[src/rtl/alu_seq_unit_if.sv]
// Start/Busy/Valid handshake bundle between the CPU control path and alu_seq_unit.
// The master side issues operations; the slave side is the ALU itself.
interface alu_seq_unit_if #(
   parameter int WIDTH = 16
);
   logic             Start;
   logic             Flush;
   logic [3:0]       AluCtrl;
   logic [WIDTH-1:0] A;
   logic [WIDTH-1:0] B;
   logic [WIDTH-1:0] Dalja;
   logic             Zero;
   logic             Carry;
   logic             Overflow;
   logic             Busy;
   logic             Valid;

   modport master (
      output Start, Flush, AluCtrl, A, B,
      input  Dalja, Zero, Carry, Overflow, Busy, Valid
   );

   modport slave (
      input  Start, Flush, AluCtrl, A, B,
      output Dalja, Zero, Carry, Overflow, Busy, Valid
   );
endinterface

[src/rtl/alu_seq_unit.sv]
// Registered WIDTH-bit ALU: single-cycle logic/arithmetic, bit-serial shifts and
// shift-add multiply behind a Start/Busy/Valid handshake.
module alu_seq_unit #(
   parameter int WIDTH = 16
) (
   input logic          Clock,
   input logic          Resetn,
   alu_seq_unit_if.slave bus
);
   localparam int SHW  = $clog2(WIDTH);
   localparam int CNTW = SHW + 1;

   localparam logic [3:0] OP_AND  = 4'b0000;
   localparam logic [3:0] OP_SLT  = 4'b0001;
   localparam logic [3:0] OP_OR   = 4'b0010;
   localparam logic [3:0] OP_XOR  = 4'b0011;
   localparam logic [3:0] OP_ADD  = 4'b0100;
   localparam logic [3:0] OP_SUB  = 4'b0101;
   localparam logic [3:0] OP_SLTU = 4'b0110;
   localparam logic [3:0] OP_NOR  = 4'b0111;
   localparam logic [3:0] OP_SLL  = 4'b1000;
   localparam logic [3:0] OP_SRL  = 4'b1001;
   localparam logic [3:0] OP_SRA  = 4'b1010;
   localparam logic [3:0] OP_MUL  = 4'b1011;

   localparam logic [WIDTH-1:0] ONE_W   = {{(WIDTH-1){1'b0}}, 1'b1};
   localparam logic [CNTW-1:0]  CNT_ONE = {{(CNTW-1){1'b0}}, 1'b1};
   localparam logic [CNTW-1:0]  CNT_MUL = CNTW'(WIDTH);

   typedef enum logic [1:0] {
      stIdle  = 2'b00,
      stShift = 2'b01,
      stMul   = 2'b10
   } state_t;

   state_t           stateR;
   logic [3:0]       opR;
   logic [WIDTH-1:0] workR;
   logic [WIDTH-1:0] mplierR;
   logic [WIDTH-1:0] accR;
   logic [CNTW-1:0]  countR;
   logic [WIDTH-1:0] daljaR;
   logic             zeroR;
   logic             carryR;
   logic             ovfR;
   logic             busyR;
   logic             validR;

   logic [WIDTH:0]   addSum;
   logic [WIDTH:0]   subSum;
   logic [SHW-1:0]   shAmt;
   logic             isShift;
   logic [WIDTH-1:0] quickRes;
   logic             quickCarry;
   logic             quickOvf;
   logic [WIDTH-1:0] shiftNext;
   logic [WIDTH-1:0] mulNext;

   // Subtraction goes through the adder as A + ~B + 1 so carry-out means no borrow.
   assign addSum  = {1'b0, bus.A} + {1'b0, bus.B};
   assign subSum  = {1'b0, bus.A} + {1'b0, ~bus.B} + {{WIDTH{1'b0}}, 1'b1};
   assign shAmt   = bus.B[SHW-1:0];
   assign isShift = (bus.AluCtrl == OP_SLL) || (bus.AluCtrl == OP_SRL) || (bus.AluCtrl == OP_SRA);

   // Single-cycle result and flags; shifts land here only when the amount is zero.
   always_comb begin
      quickRes   = '0;
      quickCarry = 1'b0;
      quickOvf   = 1'b0;
      case (bus.AluCtrl)
         OP_AND:  quickRes = bus.A & bus.B;
         OP_SLT:  quickRes = ($signed(bus.A) < $signed(bus.B)) ? ONE_W : '0;
         OP_OR:   quickRes = bus.A | bus.B;
         OP_XOR:  quickRes = bus.A ^ bus.B;
         OP_ADD: begin
            quickRes   = addSum[WIDTH-1:0];
            quickCarry = addSum[WIDTH];
            quickOvf   = (bus.A[WIDTH-1] == bus.B[WIDTH-1]) && (addSum[WIDTH-1] != bus.A[WIDTH-1]);
         end
         OP_SUB: begin
            quickRes   = subSum[WIDTH-1:0];
            quickCarry = subSum[WIDTH];
            quickOvf   = (bus.A[WIDTH-1] != bus.B[WIDTH-1]) && (subSum[WIDTH-1] != bus.A[WIDTH-1]);
         end
         OP_SLTU: quickRes = (bus.A < bus.B) ? ONE_W : '0;
         OP_NOR:  quickRes = ~(bus.A | bus.B);
         OP_SLL, OP_SRL, OP_SRA: quickRes = bus.A;
         default: quickRes = '0;
      endcase
   end

   // One-bit shift step of the latched operand.
   always_comb begin
      shiftNext = workR;
      case (opR)
         OP_SLL:  shiftNext = {workR[WIDTH-2:0], 1'b0};
         OP_SRL:  shiftNext = {1'b0, workR[WIDTH-1:1]};
         OP_SRA:  shiftNext = {workR[WIDTH-1], workR[WIDTH-1:1]};
         default: shiftNext = workR;
      endcase
   end

   // Accumulator after folding in the current multiplier LSB.
   always_comb begin
      if (mplierR[0]) begin
         mulNext = accR + workR;
      end else begin
         mulNext = accR;
      end
   end

   // Sequencer FSM together with the registered result, flags and handshake.
   always_ff @(posedge Clock or negedge Resetn) begin
      if (!Resetn) begin
         stateR  <= stIdle;
         opR     <= 4'b0000;
         workR   <= '0;
         mplierR <= '0;
         accR    <= '0;
         countR  <= '0;
         daljaR  <= '0;
         zeroR   <= 1'b0;
         carryR  <= 1'b0;
         ovfR    <= 1'b0;
         busyR   <= 1'b0;
         validR  <= 1'b0;
      end else begin
         validR <= 1'b0;
         case (stateR)
            stIdle: begin
               if (bus.Start) begin
                  opR <= bus.AluCtrl;
                  if (isShift && (shAmt != '0)) begin
                     workR  <= bus.A;
                     countR <= {1'b0, shAmt};
                     busyR  <= 1'b1;
                     stateR <= stShift;
                  end else if (bus.AluCtrl == OP_MUL) begin
                     workR   <= bus.A;
                     mplierR <= bus.B;
                     accR    <= '0;
                     countR  <= CNT_MUL;
                     busyR   <= 1'b1;
                     stateR  <= stMul;
                  end else begin
                     daljaR <= quickRes;
                     zeroR  <= (quickRes == '0);
                     carryR <= quickCarry;
                     ovfR   <= quickOvf;
                     validR <= 1'b1;
                  end
               end
            end
            stShift: begin
               // Flush beats completion: a cancelled op never reports.
               if (bus.Flush) begin
                  busyR  <= 1'b0;
                  stateR <= stIdle;
               end else if (countR == CNT_ONE) begin
                  daljaR <= shiftNext;
                  zeroR  <= (shiftNext == '0);
                  carryR <= 1'b0;
                  ovfR   <= 1'b0;
                  validR <= 1'b1;
                  busyR  <= 1'b0;
                  stateR <= stIdle;
               end else begin
                  workR  <= shiftNext;
                  countR <= countR - CNT_ONE;
               end
            end
            stMul: begin
               if (bus.Flush) begin
                  busyR  <= 1'b0;
                  stateR <= stIdle;
               end else if (countR == CNT_ONE) begin
                  daljaR <= mulNext;
                  zeroR  <= (mulNext == '0);
                  carryR <= 1'b0;
                  ovfR   <= 1'b0;
                  validR <= 1'b1;
                  busyR  <= 1'b0;
                  stateR <= stIdle;
               end else begin
                  accR    <= mulNext;
                  workR   <= {workR[WIDTH-2:0], 1'b0};
                  mplierR <= {1'b0, mplierR[WIDTH-1:1]};
                  countR  <= countR - CNT_ONE;
               end
            end
            default: begin
               busyR  <= 1'b0;
               stateR <= stIdle;
            end
         endcase
      end
   end

   assign bus.Dalja    = daljaR;
   assign bus.Zero     = zeroR;
   assign bus.Carry    = carryR;
   assign bus.Overflow = ovfR;
   assign bus.Busy     = busyR;
   assign bus.Valid    = validR;
endmodule

[src/flat_wrapper.sv]
// flat-port wrapper written by rule: the top's interface ports become plain ports
module alu_seq_unit_flat 
#(
   parameter int WIDTH = 16
)
  (Clock, Resetn, bus_Start, bus_Flush, bus_AluCtrl, bus_A, bus_B, bus_Dalja, bus_Zero, bus_Carry, bus_Overflow, bus_Busy, bus_Valid);
  alu_seq_unit_if #(.WIDTH(WIDTH)) bus_i ();
  input logic Clock;
  input logic Resetn;
  input wire logic [$bits(bus_i.Start)-1:0] bus_Start;
  input wire logic [$bits(bus_i.Flush)-1:0] bus_Flush;
  input wire logic [$bits(bus_i.AluCtrl)-1:0] bus_AluCtrl;
  input wire logic [$bits(bus_i.A)-1:0] bus_A;
  input wire logic [$bits(bus_i.B)-1:0] bus_B;
  output wire logic [$bits(bus_i.Dalja)-1:0] bus_Dalja;
  output wire logic [$bits(bus_i.Zero)-1:0] bus_Zero;
  output wire logic [$bits(bus_i.Carry)-1:0] bus_Carry;
  output wire logic [$bits(bus_i.Overflow)-1:0] bus_Overflow;
  output wire logic [$bits(bus_i.Busy)-1:0] bus_Busy;
  output wire logic [$bits(bus_i.Valid)-1:0] bus_Valid;
  assign bus_i.Start = bus_Start;
  assign bus_i.Flush = bus_Flush;
  assign bus_i.AluCtrl = bus_AluCtrl;
  assign bus_i.A = bus_A;
  assign bus_i.B = bus_B;
  assign bus_Dalja = bus_i.Dalja;
  assign bus_Zero = bus_i.Zero;
  assign bus_Carry = bus_i.Carry;
  assign bus_Overflow = bus_i.Overflow;
  assign bus_Busy = bus_i.Busy;
  assign bus_Valid = bus_i.Valid;
  alu_seq_unit #(.WIDTH(WIDTH)) u_core (.Clock(Clock), .Resetn(Resetn), .bus(bus_i));
endmodule
[config.mk]
export PLATFORM = sky130hd
export DESIGN_NAME = alu_seq_unit_flat
export DESIGN_NICKNAME = d
export VERILOG_FILES = /design/src/rtl/alu_seq_unit_if.sv /design/src/rtl/alu_seq_unit.sv /design/src/flat_wrapper.sv
export SDC_FILE = /design/constraint.sdc
export NUM_CORES = 1
export LEC_CHECK = 0
export CAP_MARGIN = 20
export CELL_PAD_IN_SITES_DETAIL_PLACEMENT = 1
export CELL_PAD_IN_SITES_GLOBAL_PLACEMENT = 1
export CORE_MARGIN = 10
export CORE_UTILIZATION = 49
export CTS_CLUSTER_DIAMETER = 40
export CTS_CLUSTER_SIZE = 14
export DETAILED_ROUTE_END_ITERATION = 16
export PLACE_DENSITY = 0.95
export SKIP_LAST_GASP = 1
export SYNTH_ARGS = -nofsm -noshare
export SYNTH_HDL_FRONTEND = slang
export SYNTH_SLANG_ARGS = --single-unit
[constraint.sdc]
create_clock -name Clock -period 7.1 [get_ports Clock]
set_input_delay 0.71 -clock Clock [delete_from_list [all_inputs] [get_ports Clock]]
set_output_delay 0.71 -clock Clock [all_outputs]
set_load 0.01 [all_outputs]
==> run_results.csv, run 1 <==
group,metric,value,unit
clock_network,clockBufferDepth,2,
floorplanning,coreArea,16580,sq um
power,p_leak,0.004010,uW
route,top_layer,"met4",
timing,rsz0062_at_grt,"false",
setup_path,path_max_fanout,9,
timing,final_hold_viol_count,0,
global_routing,grt_pass1_vias,9157,
power,p_per_area,416.4,nW/um^2
worst_hold_path,hp-class,"primary input to asynchronous set/reset pin",
timing,tightest_slew,1095,ps
power,ir_drop,0.2307,mV
floorplanning,top_level_ports,61,
timing,fmax,237.5,MHz
final_layout,multi_input_area,5824,sq um
global_routing,grt_max_degree,81,
setup_path,path_cells,"clkdlybuf4s50_1, inv_1, ha_1, a21oi_1, a21boi_0, o311ai_0, a21oi_1, a311o_1, o41a_1, nor4_1, nand3_1, o21ai_2",
timing,slew_violations,0,
route,first_pass_iters,5,
final_layout,final-seq-area,2002,sq um
global_routing,antenna_found_initial,1,
setup_path,critPathMostFrequentCell,"a21oi_1",
floorplanning,die_w,150.0,um
timing,tns,0,ps
route,drc,0,
setup_path,worst-path-buf-inv,2,
logic_synthesis,yosysWarnings,0,
clock_network,hold_buffers,0,
route,drt-met1-wl,13070,um
final_layout,fin_cells,1314,
logic_synthesis,avgSynthCellArea,7.724,sq um
logic_synthesis,synthesis.area,8280,sq um
setup_path,critPathRequiredTime,7390,ps
final_layout,fin_area,9311,sq um
clock_network,clk_latency,360,ps
route,ant_nets,0,
clock_network,path_clk_slew,60,ps
final_layout,area_growth,12.45,%
placement,post_dp_cell_area,9026,sq um
power,finalPower,3877,uW
global_routing,grt_pass1_wl,50310,um
floorplanning,fp.dieH,150.0,um
logic_synthesis,synth-seq-cells,80,
floorplanning,initial_core_util,49.93,%
route,routed-wl-met2,15120,um
floorplanning,die_area,22500,sq um
setup_path,path_class,"primary input to flop",
logic_synthesis,synthCells,1072,
route,routed_via_density,6.811,
floorplanning,fp-row-count,47,
timing,fin_worst_skew,7.737,ps
final_layout,n_fill_cell,2079,
placement,dp_cells,1299,
placement,portBuffers,60,
timing,slew-limit-headroom,25.10,%
setup_path,arrival,4500,ps
timing,min_period,4211,ps
logic_synthesis,async_flop_share,100.0,%
placement,place.gp.congestion,0.9946,
status,outcome,"complete, no violations",
final_layout,nets,1206,
setup_path,critPathCaptureType,"flop",
global_routing,gr-total-overflow,0,
clock_network,cts-root-buf,"clkbuf_16",
clock_network,cts_num_sinks,80,
logic_synthesis,syn_nets,1186,
setup_path,cp_slowest_cell,"o311ai_0",
timing,setup_viol,0,
route,wirelength,32160,um
setup_path,cp_top_family,"compound AO/OA/AOI/OAI gates",
setup_path,slowest_delay,750,ps
logic_synthesis,yosysSeqAreaShare,24.18,%
route,routed-via-count,8950,
logic_synthesis,synth_enable_flop_cells,0,
clock_network,cts_tree,"yes",
clock_network,htree_levels,3,
clock_network,numCtsBuffers,9,
setup_path,critPathLaunchType,"primary input",
final_layout,drive_gt1_share,6.947,%
clock_network,post-cts-setup-buffer-count,0,
run,cap_violations,0,
logic_synthesis,ys.flop_type,"dfrtp_1",
timing,fin_crit_sh,59.31,%
final_layout,diodes,0,
placement,hpwl,23930,um
route,drt_iter0_markers,826,
logic_synthesis,ys_types,78,
route,wl_met3,2292,um
clock_network,cts.repair.resized,0,
global_routing,grt_use_total,28.26,%
route,wl_per_cell,24.47,um
metal layers:
| layer | up-vias | global-route usage (%) |
|---|---|---|
| li1 | 3991 | - |
| met1 | 4410 | 34.78 |
| met2 | 436 | 46.21 |
| met3 | 113 | 5.072 |
| met4 | 0 | 14.82 |
| met5 | - | 0 |
final timing paths:
check,from,endpoint,slack [ps],cells after the start
worst max-delay path,bus_B[2],u_core.bus.Zero,2890,12
worst min-delay path,Resetn,u_core.accR[14],260,1
worst max register to register,u_core.stateR[0],u_core.bus.Zero,3170,12
worst min register to register,u_core.bus.Dalja[3],u_core.bus.Dalja[3],490,1
max in group asynchronous,Resetn,u_core.bus.Dalja[3],6210,2
min in group Clock,u_core.bus.Dalja[3],u_core.bus.Dalja[3],490,1
area by class of cell:
type / count / share of cell area (%)
clock buffer: 9 / 2.419
clock inverter: 4 / 0.2687
inverter: 61 / 2.459
multi-input combinational: 865 / 62.55
sequential: 80 / 21.50
tap: 220 / 2.956
timing repair buffer: 75 / 7.847
registers in the layout, summed over array words and instances, names as in the netlist:
signal / cells
u_core.accR: 16
u_core.bus.Busy: 1
u_core.bus.Carry: 1
u_core.bus.Dalja: 16
u_core.bus.Overflow: 1
u_core.bus.Valid: 1
u_core.bus.Zero: 1
u_core.countR: 5
u_core.mplierR: 16
u_core.opR: 4
u_core.stateR: 2
u_core.workR: 16
Yosys cell counts (all sizes together) (9+ instances only):
cell type,instances,area [sq um]
a21oi,67,335.3
nor2,76,285.3
nor3,39,195.2
a22oi,28,210.2
nand3,29,145.1
mux2i,20,200.2
o21ai,106,534.3
a211oi,12,90.09
nand2,122,457.9
ha,71,888.4
or3,11,68.82
inv,60,225.2
a21o,18,135.1
nand2b,9,56.30
nor2b,14,87.58
o21a,15,112.6
dfrtp,80,2002
or2,10,62.57
o31ai,13,97.59
a22o,11,96.34
clkbuf,55,206.5
mux2,20,225.2
a221oi,12,105.1
buf,11,51.30
nor4,12,75.07
metrics by stage:
step	setup slack (ps)	hold WS, ps	utilization (%)
detailed placement	2654	474.4	54.43
global placement	2660	456.5	54.43
global route	2778	281.1	56.15
finish	2889	256.9	56.15
CTS	3016	486.5	55.94
floorplan	3871	414.4	-
cells in the final DEF (no fill, tap or decap), drive strengths merged, types with 20 or more instances in the layout:
cell and count:
nand2 122, o21ai 106, dfrtp 80, nor2 76
ha 71, a21oi 67, inv 60, clkdlybuf4s50 59
nor3 39, nand3 29, a22oi 28, mux2 20
mux2i 20
power breakdown:
group	switching (uW)	internal [uW]	leakage, uW
combinational	1550	968	0.00288
sequential	268	664	0.00101
clock	197	230	0.000119
worst register-to-register path, cell delays in order (launching register included):
cell	delay, ps
dfrtp_1	410
inv_1	130
ha_2	180
buf_4	600
nor2_1	200
or2_0	250
a32o_1	210
buf_4	250
or4_1	560
or4_1	540
a2111oi_2	250
a21oi_1	190
o21ai_2	90
cell families (layout without fill, tap and decap cells):
family / after synthesis / in the layout / share of synthesized area [%]
buffers and inverters: 127 / 149 / 5.878
DFF: 80 / 80 / 24.18
and+or+nand+nor: 371 / 371 / 22.06
muxes: 41 / 41 / 5.409
xor gates and xnor gates: 9 / 9 / 0.9520
AOI/OAI and AO/OA: 370 / 370 / 30.07
adders and majority gates: 74 / 74 / 11.45
Power figures use the tool's default switching activity.
==> run 2, diff against run 1 <==
--- a/config.mk
+++ b/config.mk
@@ -9,11 +9,11 @@
 export CELL_PAD_IN_SITES_DETAIL_PLACEMENT = 1
 export CELL_PAD_IN_SITES_GLOBAL_PLACEMENT = 1
 export CORE_MARGIN = 10
-export CORE_UTILIZATION = 49
+export CORE_UTILIZATION = 41
 export CTS_CLUSTER_DIAMETER = 40
 export CTS_CLUSTER_SIZE = 14
 export DETAILED_ROUTE_END_ITERATION = 16
-export PLACE_DENSITY = 0.95
+export PLACE_DENSITY = 0.89
 export SKIP_LAST_GASP = 1
 export SYNTH_ARGS = -nofsm -noshare
 export SYNTH_HDL_FRONTEND = slang
==> constraint.sdc (replaced) <==
create_clock -name Clock -period 3.7 [get_ports Clock]
set_input_delay 0.37 -clock Clock [delete_from_list [all_inputs] [get_ports Clock]]
set_output_delay 0.37 -clock Clock [all_outputs]
set_load 0.01 [all_outputs]
==> run_results.csv, run 2 (synthesized netlist as in run 1, its figures left out) <==
group,metric,value,unit
floorplanning,initial_core_util,42.13,%
route,ant_nets,0,
floorplanning,die_w,162.1,um
timing,tightest_slew,1059,ps
clock_network,numCtsBuffers,9,
floorplanning,die_area,26280,sq um
timing,finalWorstSetupSlack,190.4,ps
final_layout,n_fill_cell,2454,
timing,final_hold_viol_count,0,
setup_path,critPathLaunch,"u_core.accR[0]",
floorplanning,fp-row-count,51,
placement,place.gp.congestion,0.9752,
timing,holdWs,466.5,ps
global_routing,met3_usage,3.741,%
timing,fin_worst_skew,12.57,ps
floorplanning,coreArea,19650,sq um
final_layout,area_growth,20.57,%
clock_network,cts-root-buf,"clkbuf_16",
final_layout,nets,1276,
global_routing,grt_pass1_vias,9196,
setup_path,r2r_start,"u_core.accR[0]",
final_layout,drive_gt1_share,12.77,%
setup_path,rr_endpoint,"u_core.bus.Zero",
global_routing,grt_pass1_wl,52090,um
power,p_per_area,775.7,nW/um^2
final_layout,multi_input_area,5854,sq um
timing,min_period,3510,ps
setup_path,critPathCaptureType,"flop",
setup_path,rrSetupSlack,190,ps
power,p_leak,0.004380,uW
setup_path,arrival,3800,ps
route,drc,0,
route,wl_per_cell,23.03,um
floorplanning,fp.dieH,162.1,um
final_layout,fin_area,9983,sq um
setup_path,critPathRequiredTime,3990,ps
placement,hpwl,25330,um
global_routing,gr-total-overflow,0,
route,routed_via_density,6.321,
clock_network,htree_levels,3,
timing,slew-limit-headroom,28.36,%
clock_network,path_clk_slew,70,ps
global_routing,grt_use_total,24.67,%
final_layout,layout_commonest_cell,"nand2_1",
setup_path,critPathLaunchType,"flop",
status,outcome,"complete, no violations",
setup_path,path_max_fanout,4,
timing,tns,0,ps
global_routing,grt_max_degree,81,
final_layout,diodes,0,
setup_path,cp-endpoint,"u_core.bus.Zero",
placement,portBuffers,60,
setup_path,path_class,"flop to flop",
worst_hold_path,hp-class,"primary input to asynchronous set/reset pin",
clock_network,clk_latency,360,ps
route,first_pass_iters,6,
route,routed-via-count,9051,
final_layout,final-seq-area,2002,sq um
floorplanning,top_level_ports,61,
route,wirelength,32970,um
global_routing,grtUsageMet2,41.54,%
run,cap_violations,0,
power,ir_drop,0.4386,mV
final_layout,final_cell_mix,"nand2_1, o21ai_0, buf_4",
timing,slew_violations,0,
clock_network,cts_tree,"yes",
timing,rsz0062_at_grt,"false",
power,finalPower,7744,uW
clock_network,clockBufferDepth,2,
global_routing,use_met1,30.55,%
placement,post_dp_cell_area,9620,sq um
setup_path,reg2reg_depth,11,
timing,fmax,284.9,MHz
timing,fin_crit_sh,94.85,%
placement,dp_slack,-125.9,ps
timing,setup_viol,0,
clock_network,cts_num_sinks,80,
global_routing,antenna_found_initial,1,
route,drt_iter0_markers,799,
global_routing,grt-busiest-layer,"met2",
run 2: critical path: stages (launching register included):
cell and delay [ps]:
dfrtp_1 420, ha_1 260, fa_1 470, a21o_1 210, a2111oi_2 350, xnor2_1 120
mux2_2 290, or2_2 330, or4_1 560, a2111oi_4 230, a21oi_2 120, o21ai_2 70
run 2: power breakdown:
part | switching, uW | internal (uW)
clock network | 400 | 523
logic | 3090 | 2020
registers | 436 | 1270
total | 3920 | 3820
run 2: through the flow:
stage	util, %	std cells
after floorplan	-	1072
after global placement	48.85	1413
after detailed placement	48.95	1414
after CTS	50.45	1430
after global routing	50.80	1432
final	50.80	1432
run 2: how the worst min path moves through the flow:
stage / end / slack, ps / depth (start not counted)
2_1_floorplan: u_core.accR[0] / 70 / 0
3_3_place_gp: u_core.bus.Dalja[1] / 460 / 1
3_5_place_dp: u_core.bus.Dalja[1] / 470 / 1
4_1_cts: u_core.accR[15] / 260 / 1
5_1_grt: u_core.bus.Dalja[1] / 500 / 1
6_report: u_core.accR[15] / 470 / 2
run 2: routing by layer:
layer  vias to the layer above  wire length (um)
li1                       4129                 -
met1                      4509             13830
met2                       328             15910
met3                        83              1912
met4                         2              1311
met5                         -                13
run 2: area by class of cell:
type,instances,area share [%]
multi-input combinational,865,58.64
clock buffer,9,2.256
sequential,80,20.05
timing repair buffer,145,12.73
inverter,61,2.294
clock inverter,7,0.7018
tap,265,3.321
run 2: what timing repair did:
item,in CTS,in global routing
setup endpoints to repair,0,3
resized for setup,0,4
hold buffers,0,1
hold endpoints to repair,0,23
buffers inserted,0,0
==> run 3, diff against run 2 <==
--- a/config.mk
+++ b/config.mk
@@ -11,7 +11,7 @@
 export CORE_MARGIN = 10
 export CORE_UTILIZATION = 41
 export CTS_CLUSTER_DIAMETER = 40
-export CTS_CLUSTER_SIZE = 14
+export CTS_CLUSTER_SIZE = 28
 export DETAILED_ROUTE_END_ITERATION = 16
 export PLACE_DENSITY = 0.89
 export SKIP_LAST_GASP = 1
==> results of run 3 <==
Same layout as run 2: the final DEF is identical, and so are final timing and power.
